--- src/rtl/vga_pkg.sv ---
// rtl/vga_pkg.sv - shared screen geometry, field widths, EOL code and parser states
package vga_pkg;

    localparam int N_COL = 160;
    localparam int N_ROW = 64;
    localparam int COL_W = 8;
    localparam int ROW_W = 6;
    localparam int CHR_W = 7;

    localparam logic [7:0] EOL_CODE = 8'h0A;

    typedef enum logic [2:0] {
        S_COL    = 3'd0,
        S_ROW    = 3'd1,
        S_CHAR   = 3'd2,
        S_EOL    = 3'd3,
        S_RESYNC = 3'd4
    } state_t;

endpackage

--- src/rtl/rx_edge_det.sv ---
// rtl/rx_edge_det.sv - rising-edge detector turning the UART byte-valid level into a byte event
module rx_edge_det (
    input  logic clk_i,
    input  logic rstn_i,
    input  logic wr_i,
    output logic evt_o
);

    logic wr_q;

    // Delayed copy of wr_i; resets high so a level already high at reset release is not an event
    always_ff @(posedge clk_i or negedge rstn_i) begin
        if (!rstn_i) begin
            wr_q <= 1'b1;
        end else begin
            wr_q <= wr_i;
        end
    end

    assign evt_o = wr_i & ~wr_q;

endmodule

--- src/rtl/uart_cmd_parser.sv ---
// rtl/uart_cmd_parser.sv - col/row/char/EOL frame parser feeding the text screen buffer (optional PARSER_TIMEOUT_EN)
module uart_cmd_parser
    import vga_pkg::*;
#(
    parameter int N_COL          = vga_pkg::N_COL,
    parameter int N_ROW          = vga_pkg::N_ROW,
    parameter int TIMEOUT_CYCLES = 50000
) (
    input  logic             clk_i,
    input  logic             rstn_i,
    input  logic             wr_i,
    input  logic [7:0]       data_i,
    output logic             wr_en_o,
    output logic [COL_W-1:0] col_w_o,
    output logic [ROW_W-1:0] row_w_o,
    output logic [CHR_W-1:0] din_o,
    output logic             frame_err_o,
    output logic [7:0]       err_cnt_o
);

    localparam logic [8:0] NCOL9 = 9'(N_COL);

    // Reject configurations the fixed port widths cannot represent
    if (TIMEOUT_CYCLES < 2 || N_ROW > (1 << ROW_W) || N_COL > 256) begin : g_bad_cfg
        $error("uart_cmd_parser: unsupported N_COL/N_ROW/TIMEOUT_CYCLES");
    end

    logic             byte_evt;
    state_t           state, state_nxt;
    logic [COL_W-1:0] col_nxt;
    logic [ROW_W-1:0] row_nxt;
    logic [CHR_W-1:0] din_nxt;
    logic             wr_nxt;
    logic             err_nxt;
    logic             tmo_hit;

    rx_edge_det u_edge_det (
        .clk_i  (clk_i),
        .rstn_i (rstn_i),
        .wr_i   (wr_i),
        .evt_o  (byte_evt)
    );

`ifdef PARSER_TIMEOUT_EN
    localparam logic [15:0] TMO_LAST = 16'(TIMEOUT_CYCLES - 1);

    logic [15:0] tmo_cnt;
    logic        tmo_run;

    assign tmo_run = (state == S_ROW) || (state == S_CHAR) || (state == S_EOL);
    assign tmo_hit = tmo_run && (tmo_cnt == TMO_LAST);

    // Inter-byte idle counter: cleared by bytes and on returning to S_COL, runs mid-frame only
    always_ff @(posedge clk_i or negedge rstn_i) begin
        if (!rstn_i) begin
            tmo_cnt <= '0;
        end else if (byte_evt || state_nxt == S_COL || !tmo_run) begin
            tmo_cnt <= '0;
        end else begin
            tmo_cnt <= tmo_cnt + 16'd1;
        end
    end
`else
    assign tmo_hit = 1'b0;
`endif

    // State and output registers; every update lands one cycle after its byte event
    always_ff @(posedge clk_i or negedge rstn_i) begin
        if (!rstn_i) begin
            state       <= S_COL;
            col_w_o     <= '0;
            row_w_o     <= '0;
            din_o       <= '0;
            wr_en_o     <= 1'b0;
            frame_err_o <= 1'b0;
            err_cnt_o   <= '0;
        end else begin
            state       <= state_nxt;
            col_w_o     <= col_nxt;
            row_w_o     <= row_nxt;
            din_o       <= din_nxt;
            wr_en_o     <= wr_nxt;
            frame_err_o <= err_nxt;
            if (err_nxt && err_cnt_o != 8'hFF) begin
                err_cnt_o <= err_cnt_o + 8'd1;
            end
        end
    end

    // Frame decode; a byte event takes priority over a simultaneous timeout
    always_comb begin
        state_nxt = state;
        col_nxt   = col_w_o;
        row_nxt   = row_w_o;
        din_nxt   = din_o;
        wr_nxt    = 1'b0;
        err_nxt   = 1'b0;
        if (byte_evt) begin
            case (state)
                S_COL: begin
                    if ({1'b0, data_i} >= NCOL9) begin
                        col_nxt = data_i - NCOL9[7:0];
                    end else begin
                        col_nxt = data_i;
                    end
                    state_nxt = S_ROW;
                end
                S_ROW: begin
                    row_nxt   = data_i[ROW_W-1:0];
                    state_nxt = S_CHAR;
                end
                S_CHAR: begin
                    if (data_i[7]) begin
                        err_nxt = 1'b1;
                    end else begin
                        din_nxt = data_i[CHR_W-1:0];
                        wr_nxt  = 1'b1;
                    end
                    state_nxt = S_EOL;
                end
                S_EOL: begin
                    if (data_i == EOL_CODE) begin
                        state_nxt = S_COL;
                    end else begin
                        err_nxt   = 1'b1;
                        state_nxt = S_RESYNC;
                    end
                end
                S_RESYNC: begin
                    if (data_i == EOL_CODE) begin
                        state_nxt = S_COL;
                    end
                end
                default: state_nxt = S_COL;
            endcase
        end else if (tmo_hit) begin
            err_nxt   = 1'b1;
            state_nxt = S_COL;
        end
    end

endmodule

--- config.mk ---
export PLATFORM = sky130hd
export DESIGN_NAME = uart_cmd_parser
export DESIGN_NICKNAME = d
export VERILOG_FILES = /design/src/rtl/vga_pkg.sv /design/src/rtl/rx_edge_det.sv /design/src/rtl/uart_cmd_parser.sv
export SDC_FILE = /design/constraint.sdc
export NUM_CORES = 1
export LEC_CHECK = 0
export ABC_AREA = 1
export CAP_MARGIN = 40
export CORE_MARGIN = 8
export CORE_UTILIZATION = 40
export CTS_CLUSTER_SIZE = 28
export DETAILED_ROUTE_END_ITERATION = 12
export GPL_TIMING_DRIVEN = 0
export HOLD_SLACK_MARGIN = 0.08
export PLACE_DENSITY = 0.68
export SYNTH_ARGS = -nofsm -noshare
export SYNTH_HDL_FRONTEND = slang
export SYNTH_HIERARCHICAL = 1
export SYNTH_SLANG_ARGS = --single-unit
--- constraint.sdc ---
create_clock -name clk_i -period 1.95 [get_ports clk_i]
set_input_delay 0.195 -clock clk_i [delete_from_list [all_inputs] [get_ports clk_i]]
set_output_delay 0.195 -clock clk_i [all_outputs]
set_load 0.01 [all_outputs]
## Yosys cells after proc, flatten, opt, wreduce, memory -nomap -nowiden

Index checks and enable logic that the tools add are counted.

- Bits of input ports: 11
- Logic and storage cells: 38
- Output and inout port bits: 31
- Bits in registers: 35

- Muxes and demuxes: 11
- Bitwise gates (word level): 3
- Reduce and logical (&&, ||, !) cells: 6
- Order comparisons: 1
- $add $sub $neg: 2
- Equal/unequal tests: 7

Operator list:

| cell | count |
|---|---|
| $pmux W3 S5 | 1 |
| $add A8 B1 Y8 const B | 1 |
| $eq A8 B4 Y1 const B | 1 |
| $ge A8 B8 Y1 const B | 1 |
| $mux W8 | 1 |
| $ne A8 B8 Y1 const B | 1 |
| $sub A8 B8 Y8 const B | 1 |
| $eq A3 B2 Y1 const B | 2 |
| $mux W1 | 6 |
| $mux W3 | 2 |
| $reduce_and A2 Y1 | 3 |
| $eq A3 B1 Y1 const B | 1 |
| $eq A3 B3 Y1 const B | 1 |
| $logic_not A3 Y1 | 1 |
| $reduce_and A3 Y1 | 1 |
| $ne A2 B2 Y1 const B | 1 |
| $not A1 Y1 | 2 |
| $pmux W1 S2 | 1 |
| $and A1 B1 Y1 | 1 |
| $logic_and A1 B1 Y1 | 1 |

## Logic depth before layout (Yosys ltp)

Gate-level depths: netlist (run 1).

- Word-level depth: 5
- Mapped depth: 9

## By module

The synthesis (run 1) kept the hierarchy.

Modules (own cells, without submodules):

| module | area an instance (µm²) | seq. area each (µm²) | cells each | times used |
|---|---|---|---|---|
| uart_cmd_parser | 1574.0 | 850.8 | 180 | 1 |
| rx_edge_det | 36.3 | 26.3 | 3 | 1 |

## Worst setup path after synthesis (run 1)

Ideal clock, no wire load.

- Path kind: register to register
- From: register u_edge_det.wr_q
- To: register row_w_o[5]
- Period minus slack after synthesis: 1.359 ns
- Stages on the path, launching flop included: 7
- Setup time: 0.121 ns
- Path buffers: 1
- Slack: 0.591 ns
- Arrival: 1.238 ns
- Cells stage by stage: dfstp_2 nor2_2 nand2_2 or3_4 buf_6 nand2_1 o21ai_2

- Cells in the longest elaborated chain, start to end: 3

RTL lines:

| element | RTL line | text |
|---|---|---|
| from (decl) | rx_edge_det.sv:9 | `logic wr_q;` |
| from (signal assigned) | rx_edge_det.sv:16 | `wr_q <= wr_i;` |
| $not A1 Y1 | rx_edge_det.sv:20 | `assign evt_o = wr_i & ~wr_q;` |
| $and A1 B1 Y1 | rx_edge_det.sv:20 |  |
| named net byte_evt | uart_cmd_parser.sv:28 | `logic byte_evt;` |
| $reduce_and A2 Y1 (no line) | - |  |
| to (signal assigned) | uart_cmd_parser.sv:80 | `row_w_o <= row_nxt;` |
| to (decl) | uart_cmd_parser.sv:15 | `output logic [ROW_W-1:0] row_w_o,` |

The timed path passes the listed nets, and every way through them passes these cells.
A chain may end at the register's enable or synchronous reset.

## Worst setup path after layout (run 1)

- From: input wr_i
- To: register col_w_o[7]

- Cells in the longest elaborated chain, start to end: 2

RTL lines:

| element | RTL line | text |
|---|---|---|
| from (decl) | uart_cmd_parser.sv:11 | `input logic wr_i,` |
| $and A1 B1 Y1 | rx_edge_det.sv:20 |  |
| named net byte_evt | uart_cmd_parser.sv:28 |  |
| $reduce_and A2 Y1 (no line) | - |  |
| to (signal assigned) | uart_cmd_parser.sv:79 | `col_w_o <= col_nxt;` |
| to (decl) | uart_cmd_parser.sv:14 | `output logic [COL_W-1:0] col_w_o,` |

The timed path passes the listed nets, and every way through them passes these cells.

==> results of run 1 <==
cells in the mapped netlist, drive strengths merged (2+ instances only):
master / n / area share
buf: 3 / 0.015
inv: 20 / 0.047
dfrtp: 34 / 0.53
nor2: 9 / 0.024
nand2: 65 / 0.16
nand3: 15 / 0.050
xor2: 3 / 0.016
o21ai: 22 / 0.082
ha: 2 / 0.016
a21boi: 2 / 0.0093
nand4: 2 / 0.012
critical path: cells and delay by family:
family | cells | cell delay [ns]
compound gates | 1 | 0.06
simple gates | 4 | 0.58
buf+inv | 4 | 0.87
through the flow:
stage / TNS (ns) / setup WS (ns)
floorplan: 0 / 0.5914
global placement: -3.145 / -0.09401
detailed placement: 0 / 0.08710
CTS: 0 / 0.3932
global route: 0 / 0.2407
finish: 0 / 0.4136
state kept, by name, indices dropped and copies added, names as in the netlist:
name             count
col_w_o              8
err_cnt_o            8
din_o                7
row_w_o              6
state                3
frame_err_o          1
u_edge_det/wr_q      1
wr_en_o              1
how the worst min path moves through the flow:
stage | to | slack [ns] | cells past startpoint
after floorplan | col_w_o[0]$_DFFE_PN0P_ | -0.10 | 0
after global placement | col_w_o[4]$_DFFE_PN0P_ | 0.47 | 2
after detailed placement | row_w_o[0]$_DFFE_PN0P_ | 0.32 | 1
after CTS | u_edge_det/wr_q$_DFF_PN1_ | 0.33 | 1
after global routing | u_edge_det/wr_q$_DFF_PN1_ | 0.33 | 1
final | u_edge_det/wr_q$_DFF_PN1_ | 0.33 | 1
what timing repair did:
| item | in CTS | in global routing |
|---|---|---|
| gates resized for setup | 0 | 0 |
| buffers inserted | 0 | 0 |
| hold buffers | 1 | 0 |
| endpoints found under the hold margin | 34 | 0 |
routing by layer:
metal	GRT usage	wire length, um
met1	0.1443	1616
met2	0.2037	1758
met3	0.03829	161
met4	0.06667	88
met5	0	0
where the power goes:
| group | leakage [nW] | internal [mW] | switching (mW) | total (mW) |
|---|---|---|---|---|
| Clock | 0.0422 | 0.250 | 0.255 | 0.505 |
| Sequential | 0.451 | 0.986 | 0.187 | 1.17 |
| Combinational | 0.574 | 0.583 | 0.472 | 1.05 |
| Total | 1.07 | 1.82 | 0.914 | 2.73 |
cells by family after synthesis:
logic type                 count (synthesis)
adders and majority gates                  2
buffers and inverters                     23
AOI/OAI and AO/OA                         26
xor gates and xnor gates                   3
and+or+nand+nor                           94
DFF                                       35
layout make-up:
type	count	area, um2
buffer	3	23.77
clock buffer	7	76.32
clock inverter	1	5.005
fill	397	1773
inverter	20	75.07
multi-input combinational	125	634.4
sequential	35	877.1
tap	50	62.56
timing repair buffer	42	415.4
==> results.py, run 1 <==
metrics = {
    "placement": {
        "postPlaceCellArea_um2": 2078,
        "port-buffer-count": 41,
        "place_congestion": 0.7863,
        "hpwl_um": 2743,
        "dp_cells": 274,
    },
    "synth": {
        "synth_top_flop_cell": "dfrtp_1",
        "ys_seq_elements": 35,
        "yosys.area_share.simple": 0.2626,
        "ys_warn_count": 6,
        "synthCells": 183,
        "synthArstFlopShare": 1.000,
        "synthXorXnorAreaFrac": 0.01632,
        "synth_top_family_by_area": "simple AND/OR/NAND/NOR gates",
        "yosysSeqAreaShare": 0.5447,
        "synth_compound_area_frac": 0.09946,
        "yosys.area_share.adder": 0.01554,
        "synth_area_um2": 1610,
        "ys_types": 27,
        "synth_area_per_cell_um2": 8.799,
        "synth_edf_count": 0,
        "syn_nets": 196,
        "muxShareOfSynthArea": 0,
    },
    "setup_path": {
        "slowest_stage": "clkdlybuf4s50_1",
        "reg2reg_slack_ns": 0.46,
        "reg2reg_from": "u_edge_det/wr_q$_DFF_PN1_",
        "worstPathRequired_ns": 2.12,
        "crit_end": "col_w_o[7]$_DFFE_PN0P_",
        "cp.arrival_ns": 1.71,
        "slowest_delay_ns": 0.47,
        "cp_common_cell": "inv_1",
        "worstSetupPathType": "in -> reg",
        "start_kind": "input pin",
        "reg2reg_depth": 7,
        "worstSetupEndpointType": "flip-flop",
        "timing.rr.end": "col_w_o[7]$_DFFE_PN0P_",
        "crit_path_max_fanout": 10,
        "path_cells": "clkdlybuf4s50_1, inv_1, nor2_2, nand2_2, nor3_2, inv_1, buf_4, nand2_1, o31ai_1",
        "cp-startpoint": "wr_i",
    },
    "timing": {
        "setup_viol": 0,
        "fin_crit_sh": 0.7879,
        "slew_headroom": 0.4906,
        "hold_slack_ns": 0.3313,
        "finalHoldViolations": 0,
        "drv_slew": 0,
        "fmaxAchievable_mhz": 650.9,
        "period_needed_ns": 1.536,
        "finalClockSkew_ns": 0.003628,
        "worst_pin_slew_ns": 0.7641,
        "rsz0062_at_grt": "false",
    },
    "route": {
        "post_drt_wl_per_cell_um": 12.81,
        "wl_um": 3624,
        "drtAntennaViolNets": 0,
        "vias": 1332,
        "vias_per_cell": 4.707,
        "dr.pass1.iters": 4,
        "drtIter0Drc": 71,
        "drc": 0,
    },
    "power_and_ir_drop": {
        "power.density_nw_per_um2": 1260,
        "p_leak_nw": 1.067,
        "vdd_drop_max_uv": 524.5,
        "power_mw": 2.733,
    },
    "clocking": {
        "clk_pin_slew_ns": 0.07,
        "numCtsBuffers": 5,
        "clock_sinks": 35,
        "htreeDepth": 2,
        "cts_buffer_depth": 2,
        "cts_tree": "yes",
        "cts_root_buf": "clkbuf_8",
        "clk_latency_ns": 0.29,
    },
    "grt": {
        "antenna_found_initial": 0,
        "grt_max_degree": 36,
        "grt_pass1_vias": 1313,
        "grt_pass1_wl_um": 6168,
        "grt_usage": 0.1253,
        "grt-ovfl-total": 0,
    },
    "die": {
        "dieArea_um2": 6312,
        "start_util": 0.4084,
        "core_um2": 3943,
        "row_count": 23,
        "die_x_um": 79.45,
        "ioPinCount": 42,
        "die_h_um": 79.45,
    },
    "finish": {
        "final_common_cell": "nand2_1",
        "layout-drive-gt1-share": 0.1159,
        "final_nets": 245,
        "utilization": 0.5503,
        "design_area_um2": 2170,
        "num_antenna_cells": 0,
        "final_cell_mix": "nand2_1 (62), clkdlybuf4s50_1 (40), dfrtp_1 (34), inv_1 (19), nand3_1 (14)",
        "fin_cells": 283,
        "syn2layout_area_growth_pct": 34.73,
    },
    "flow_run": {
        "maxCapViolCount": 0,
    },
    "hold_path": {
        "min_from": "wr_i",
        "hold_class": "in -> reg",
    },
    "status": {
        "outcome": "completed",
    },
}
No activity file was read; power rests on OpenSTA's default activity.
==> run 2: changes to the inputs <==
- clock period: 1.95 -> 1.5 ns (I/O delays scaled with it)
==> run 2 against run 1 <==
Net effect: worst setup slack lost 0.35 ns; non-clock buffer count grew 2; worst hold slack lost 0.045 ns; clock power grew 30%; die area is the same; global-route usage is essentially flat; critical path depth shrank 1; largest cell class unchanged.
==> results.py, run 2 (same netlist as run 1, synthesis figures left out) <==
metrics = {
    "power_and_ir_drop": {
        "vdd_drop_max_uv": 685.7,
        "power.density_nw_per_um2": 1615,
        "p_leak_nw": 1.087,
        "power_mw": 3.592,
    },
    "route": {
        "dr.pass1.iters": 4,
        "drtIter0Drc": 73,
        "drtAntennaViolNets": 0,
        "drc": 0,
        "vias_per_cell": 4.804,
        "vias": 1374,
        "wl_um": 3744,
        "post_drt_wl_per_cell_um": 13.09,
    },
    "setup_path": {
        "start_kind": "input pin",
        "reg2reg_depth": 6,
        "worstPathRequired_ns": 1.68,
        "reg2reg_from": "u_edge_det/wr_q$_DFF_PN1_",
        "reg2reg_slack_ns": 0.12,
        "crit_path_max_fanout": 10,
        "timing.rr.end": "row_w_o[5]$_DFFE_PN0P_",
        "worstSetupEndpointType": "flip-flop",
        "worstSetupPathType": "in -> reg",
        "cp.arrival_ns": 1.61,
    },
    "die": {
        "dieArea_um2": 6312,
        "die_x_um": 79.45,
        "row_count": 23,
        "ioPinCount": 42,
        "die_h_um": 79.45,
        "start_util": 0.4084,
        "core_um2": 3943,
    },
    "status": {
        "outcome": "completed",
    },
    "placement": {
        "place_congestion": 0.7863,
        "port-buffer-count": 41,
        "postPlaceCellArea_um2": 2078,
        "dp_cells": 274,
        "hpwl_um": 2743,
    },
    "grt": {
        "antenna_found_initial": 0,
        "grt_pass1_vias": 1318,
        "grt_pass1_wl_um": 6196,
        "grt_max_degree": 36,
        "grt_usage": 0.1258,
        "grt-ovfl-total": 0,
    },
    "timing": {
        "period_needed_ns": 1.433,
        "drv_slew": 0,
        "worst_pin_slew_ns": 0.7706,
        "fin_crit_sh": 0.9550,
        "finalHoldViolations": 0,
        "fmaxAchievable_mhz": 698.1,
        "finalClockSkew_ns": 0.003804,
        "rsz0062_at_grt": "true",
        "slew_headroom": 0.4862,
        "setup_viol": 0,
    },
    "clocking": {
        "cts_root_buf": "clkbuf_8",
        "clock_sinks": 35,
        "htreeDepth": 2,
        "cts_tree": "yes",
        "clk_latency_ns": 0.29,
        "clk_pin_slew_ns": 0.07,
        "numCtsBuffers": 5,
        "cts_buffer_depth": 2,
    },
    "finish": {
        "fin_cells": 286,
        "final_common_cell": "nand2_1",
        "layout-drive-gt1-share": 0.1568,
        "num_antenna_cells": 0,
        "reg.largest.list": "col_w_o: 8 flops, err_cnt_o: 8 flops, din_o: 7 flops",
        "multi_input_area_um2": 668.1,
        "layout.area.seq_um2": 882.1,
        "syn2layout_area_growth_pct": 38.07,
        "fillers": 393,
        "design_area_um2": 2223,
        "final_nets": 248,
        "final_cell_mix": "nand2_1 (61), clkdlybuf4s50_1 (40), dfrtp_1 (30), inv_1 (17), nand3_1 (14)",
    },
    "hold_path": {
        "min_from": "wr_i",
        "min_to": "u_edge_det/wr_q$_DFF_PN1_",
        "hold_class": "in -> reg",
        "hold_depth": 1,
    },
    "flow_run": {
        "maxCapViolCount": 0,
    },
}
==> run 2: worst max-delay path, cell delays in order <==
cell and delay [ns]:
clkdlybuf4s50_1 0.47, inv_1 0.07, nor2_4 0.16, nand2_2 0.10, or3_4 0.37, buf_6 0.16
nand2_1 0.07, o21ai_2 0.05
==> run 2: worst max-delay path by stage <==
stage / from / endpoint / slack [ns] / cells past startpoint
after global routing: wr_i / row_w_o[4]$_DFFE_PN0P_ / -0.02 / 8
after global placement: rstn_i / wr_en_o$_DFF_PN0_ / -0.50 / 1
after floorplan: u_edge_det/wr_q$_DFF_PN1_ / row_w_o[5]$_DFFE_PN0P_ / 0.14 / 6
after detailed placement: wr_i / col_w_o[7]$_DFFE_PN0P_ / -0.32 / 9
after CTS: err_cnt_o[1]$_DFFE_PN0P_ / err_cnt_o[1]$_DFFE_PN0P_ / 0.008 / 7
final: wr_i / row_w_o[5]$_DFFE_PN0P_ / 0.07 / 8
==> run 2: power breakdown <==
| group | internal [mW] | total [mW] | switching [mW] |
|---|---|---|---|
| clock network | 0.326 | 0.655 | 0.330 |
| registers | 1.29 | 1.54 | 0.255 |
| logic | 0.768 | 1.39 | 0.626 |
==> run 2: cell type report <==
| cell class | instances | share of cell area |
|---|---|---|
| Multi-Input combinational cell | 126 | 0.3005 |
| Inverter | 20 | 0.03376 |
| Clock inverter | 1 | 0.002251 |
| Buffer | 3 | 0.01069 |
| Clock buffer | 7 | 0.03433 |
| Timing Repair Buffer | 44 | 0.1936 |
| Sequential cell | 35 | 0.3967 |
| Tap cell | 50 | 0.02814 |
==> run 2: repair_timing <==
item                                    4_1_cts  5_1_grt
gates cloned                                  0        1
endpoints found under the setup margin        3       19
gates resized for setup                       1       10
hold endpoints to repair                     34        0
hold buffers                                  1        0
pin swaps                                     0        4
setup buffers                                 0        2
==> run 2: layer usage <==
metal  track usage  vias up  routed length (um)
li1              -      689                   -
met1        0.1443      653                1648
met2        0.2054       25                1848
met3       0.03829        7                 158
met4       0.06667        0                  88
met5             0        -                   0
==> run 2: per-stage QoR <==
step / setup slack (ns) / hold slack, ns / TNS [ns] / utilization
2_1_floorplan: 0.1414 / -0.1456 / 0 / -
3_3_place_gp: -0.4990 / 0.4651 / -22.75 / 0.5284
3_5_place_dp: -0.3179 / 0.2727 / -6.131 / 0.5271
4_1_cts: 0.007633 / 0.2816 / 0 / 0.5516
5_1_grt: -0.02298 / 0.2896 / -0.05490 / 0.5639
6_report: 0.06747 / 0.2863 / 0 / 0.5639
==> run 3: changes to the inputs <==
- CORE_MARGIN: 8 -> 1.5
==> run 3 against run 2 <==
Net effect: worst setup slack got worse by 0.0054 ns; maximum frequency decreased by 0.37%; largest cell class unchanged; final area increased by 1.5%; register-to-register slack about the same; non-clock buffer count decreased by 1; first-iteration DRC count decreased by 26%; global-route usage increased by 4.1 points; combinational power about the same; critical path depth decreased by 7; via count decreased by 4.4%; sequential power about the same; clock skew increased by 0.0014 ns.
==> results.py, run 3 (same netlist as run 1, synthesis figures left out) <==
metrics = {
    "status": {
        "outcome": "completed",
    },
    "timing": {
        "worst_slack_ns": 0.06211,
        "fin_crit_sh": 0.9586,
        "finalClockSkew_ns": 0.005238,
        "period_needed_ns": 1.438,
        "drv_slew": 0,
        "fmaxAchievable_mhz": 695.5,
        "worst_pin_slew_ns": 0.7329,
        "setup_viol": 0,
        "finalHoldViolations": 0,
        "slew_headroom": 0.5114,
    },
    "hold_path": {
        "hold_class": "in -> reg",
    },
    "setup_path": {
        "crit_family": "buffers and inverters",
        "slowest_delay_ns": 0.57,
        "worstSetupPathType": "reg -> out",
        "path_cells": "clkdlybuf4s50_1",
        "crit_path_max_fanout": 6,
        "worstPathRequired_ns": 1.35,
        "slowest_stage": "clkdlybuf4s50_1",
        "crit_buf_inv": 1,
        "cp.arrival_ns": 1.29,
        "start_kind": "flip-flop",
        "reg2reg_slack_ns": 0.12,
        "worstSetupEndpointType": "primary output",
    },
    "grt": {
        "antenna_found_initial": 0,
        "grt_usage": 0.1671,
        "grt-ovfl-total": 0,
        "grt_pass1_vias": 1189,
        "grt_max_degree": 36,
        "grt_pass1_wl_um": 5368,
    },
    "route": {
        "dr.pass1.iters": 4,
        "post_drt_wl_per_cell_um": 11.77,
        "drc": 0,
        "wl_um": 3319,
        "vias": 1314,
        "drtIter0Drc": 54,
        "vias_per_cell": 4.660,
        "drtAntennaViolNets": 0,
    },
    "flow_run": {
        "maxCapViolCount": 0,
    },
    "die": {
        "die_x_um": 66.45,
        "row_count": 22,
        "dieArea_um2": 4416,
        "die_h_um": 66.45,
        "start_util": 0.4270,
        "core_um2": 3771,
        "ioPinCount": 42,
    },
    "clocking": {
        "clk_latency_ns": 0.29,
        "clk_pin_slew_ns": 0.06,
        "cts_tree": "yes",
        "cts_root_buf": "clkbuf_8",
        "htreeDepth": 2,
        "clock_sinks": 35,
        "numCtsBuffers": 5,
        "cts_buffer_depth": 2,
    },
    "placement": {
        "place_congestion": 0.8289,
        "port-buffer-count": 41,
        "hpwl_um": 2430,
        "dp_cells": 272,
        "place_ws_ns": -0.2733,
    },
    "finish": {
        "reg.largest.list": "col_w_o: 8 flops, err_cnt_o: 8 flops, din_o: 7 flops",
        "final_cell_mix": "nand2_1 (62), clkdlybuf4s50_1 (40), dfrtp_1 (32), inv_1 (17), nand3_1 (14)",
        "fin_cells": 282,
        "final_nets": 246,
        "final_common_cell": "nand2_1",
        "layout-drive-gt1-share": 0.1453,
        "syn2layout_area_growth_pct": 40.09,
        "num_antenna_cells": 0,
    },
    "power_and_ir_drop": {
        "vdd_drop_max_uv": 1388,
        "power.density_nw_per_um2": 1733,
        "p_leak_nw": 1.097,
    },
}
==> run 3: cell types whose count changed in the layout (fill, tap and decap cells not counted), sizes merged <==
cell,delta
clkbuf,-1
clkinv,-1
buf,-1
bufinv,+2
nand2,-1
==> run 3: per-stage QoR <==
| step | hold WS [ns] | utilization | instance area, um2 | TNS (ns) | power (mW) |
|---|---|---|---|---|---|
| floorplan | -0.1456 | - | 1610 | 0 | 2.138 |
| global placement | 0.4648 | 0.5518 | 2081 | -20.53 | 2.885 |
| detailed placement | 0.2555 | 0.5504 | 2076 | -5.500 | 2.914 |
| CTS | 0.2879 | 0.5883 | 2218 | -0.0001594 | 3.909 |
| global route | 0.2962 | 0.5982 | 2256 | -0.004169 | 4.161 |
| finish | 0.2931 | 0.5982 | 2256 | 0 | 3.909 |
==> run 3: what timing repair did <==
action	CTS	global route
setup endpoints to repair	1	21
gates resized for setup	0	9
hold buffers	1	0
setup buffers	0	1
endpoints found under the hold margin	34	0
pin swaps	0	3
==> run 3: path summary, 6_finish.rpt <==
check | start | to | depth (start not counted)
setup / recovery | err_cnt_o[2]$_DFFE_PN0P_ | err_cnt_o[2] | 1
hold / removal | wr_i | u_edge_det/wr_q$_DFF_PN1_ | 1
setup reg to reg | state[1]$_DFFE_PN0P_ | din_o[1]$_DFFE_PN0P_ | 5
hold reg to reg | col_w_o[5]$_DFFE_PN0P_ | col_w_o[5]$_DFFE_PN0P_ | 2
max in group asynchronous | rstn_i | err_cnt_o[7]$_DFFE_PN0P_ | 2
min in group asynchronous | rstn_i | col_w_o[0]$_DFFE_PN0P_ | 2
==> run 3: report_power, final <==
group	total [mW]	switching [mW]	leakage, nW	internal [mW]
clock network	0.990	0.326	0.0654	0.664
logic	1.39	0.620	0.584	0.770
registers	1.53	0.249	0.448	1.28
==> run 3: layout make-up <==
cell class | count | area [um2]
Fill cell | 331 | 1515
Sequential cell | 35 | 879.6
Multi-Input combinational cell | 125 | 661.9
Timing Repair Buffer | 43 | 422.9
Inverter | 20 | 75.07
Clock buffer | 6 | 72.57
Clock inverter | 2 | 60.06
Tap cell | 48 | 60.06
Buffer | 3 | 23.77
==> run 3: per-layer routing <==
| layer | vias to the layer above | global-route usage | part of all wire |
|---|---|---|---|
| met5 | - | 0 | 0 |
| met4 | 0 | 0.1046 | 0.024 |
| met3 | 9 | 0.04223 | 0.044 |
| met2 | 24 | 0.2500 | 0.43 |
| met1 | 597 | 0.2153 | 0.50 |
| li1 | 684 | - | - |
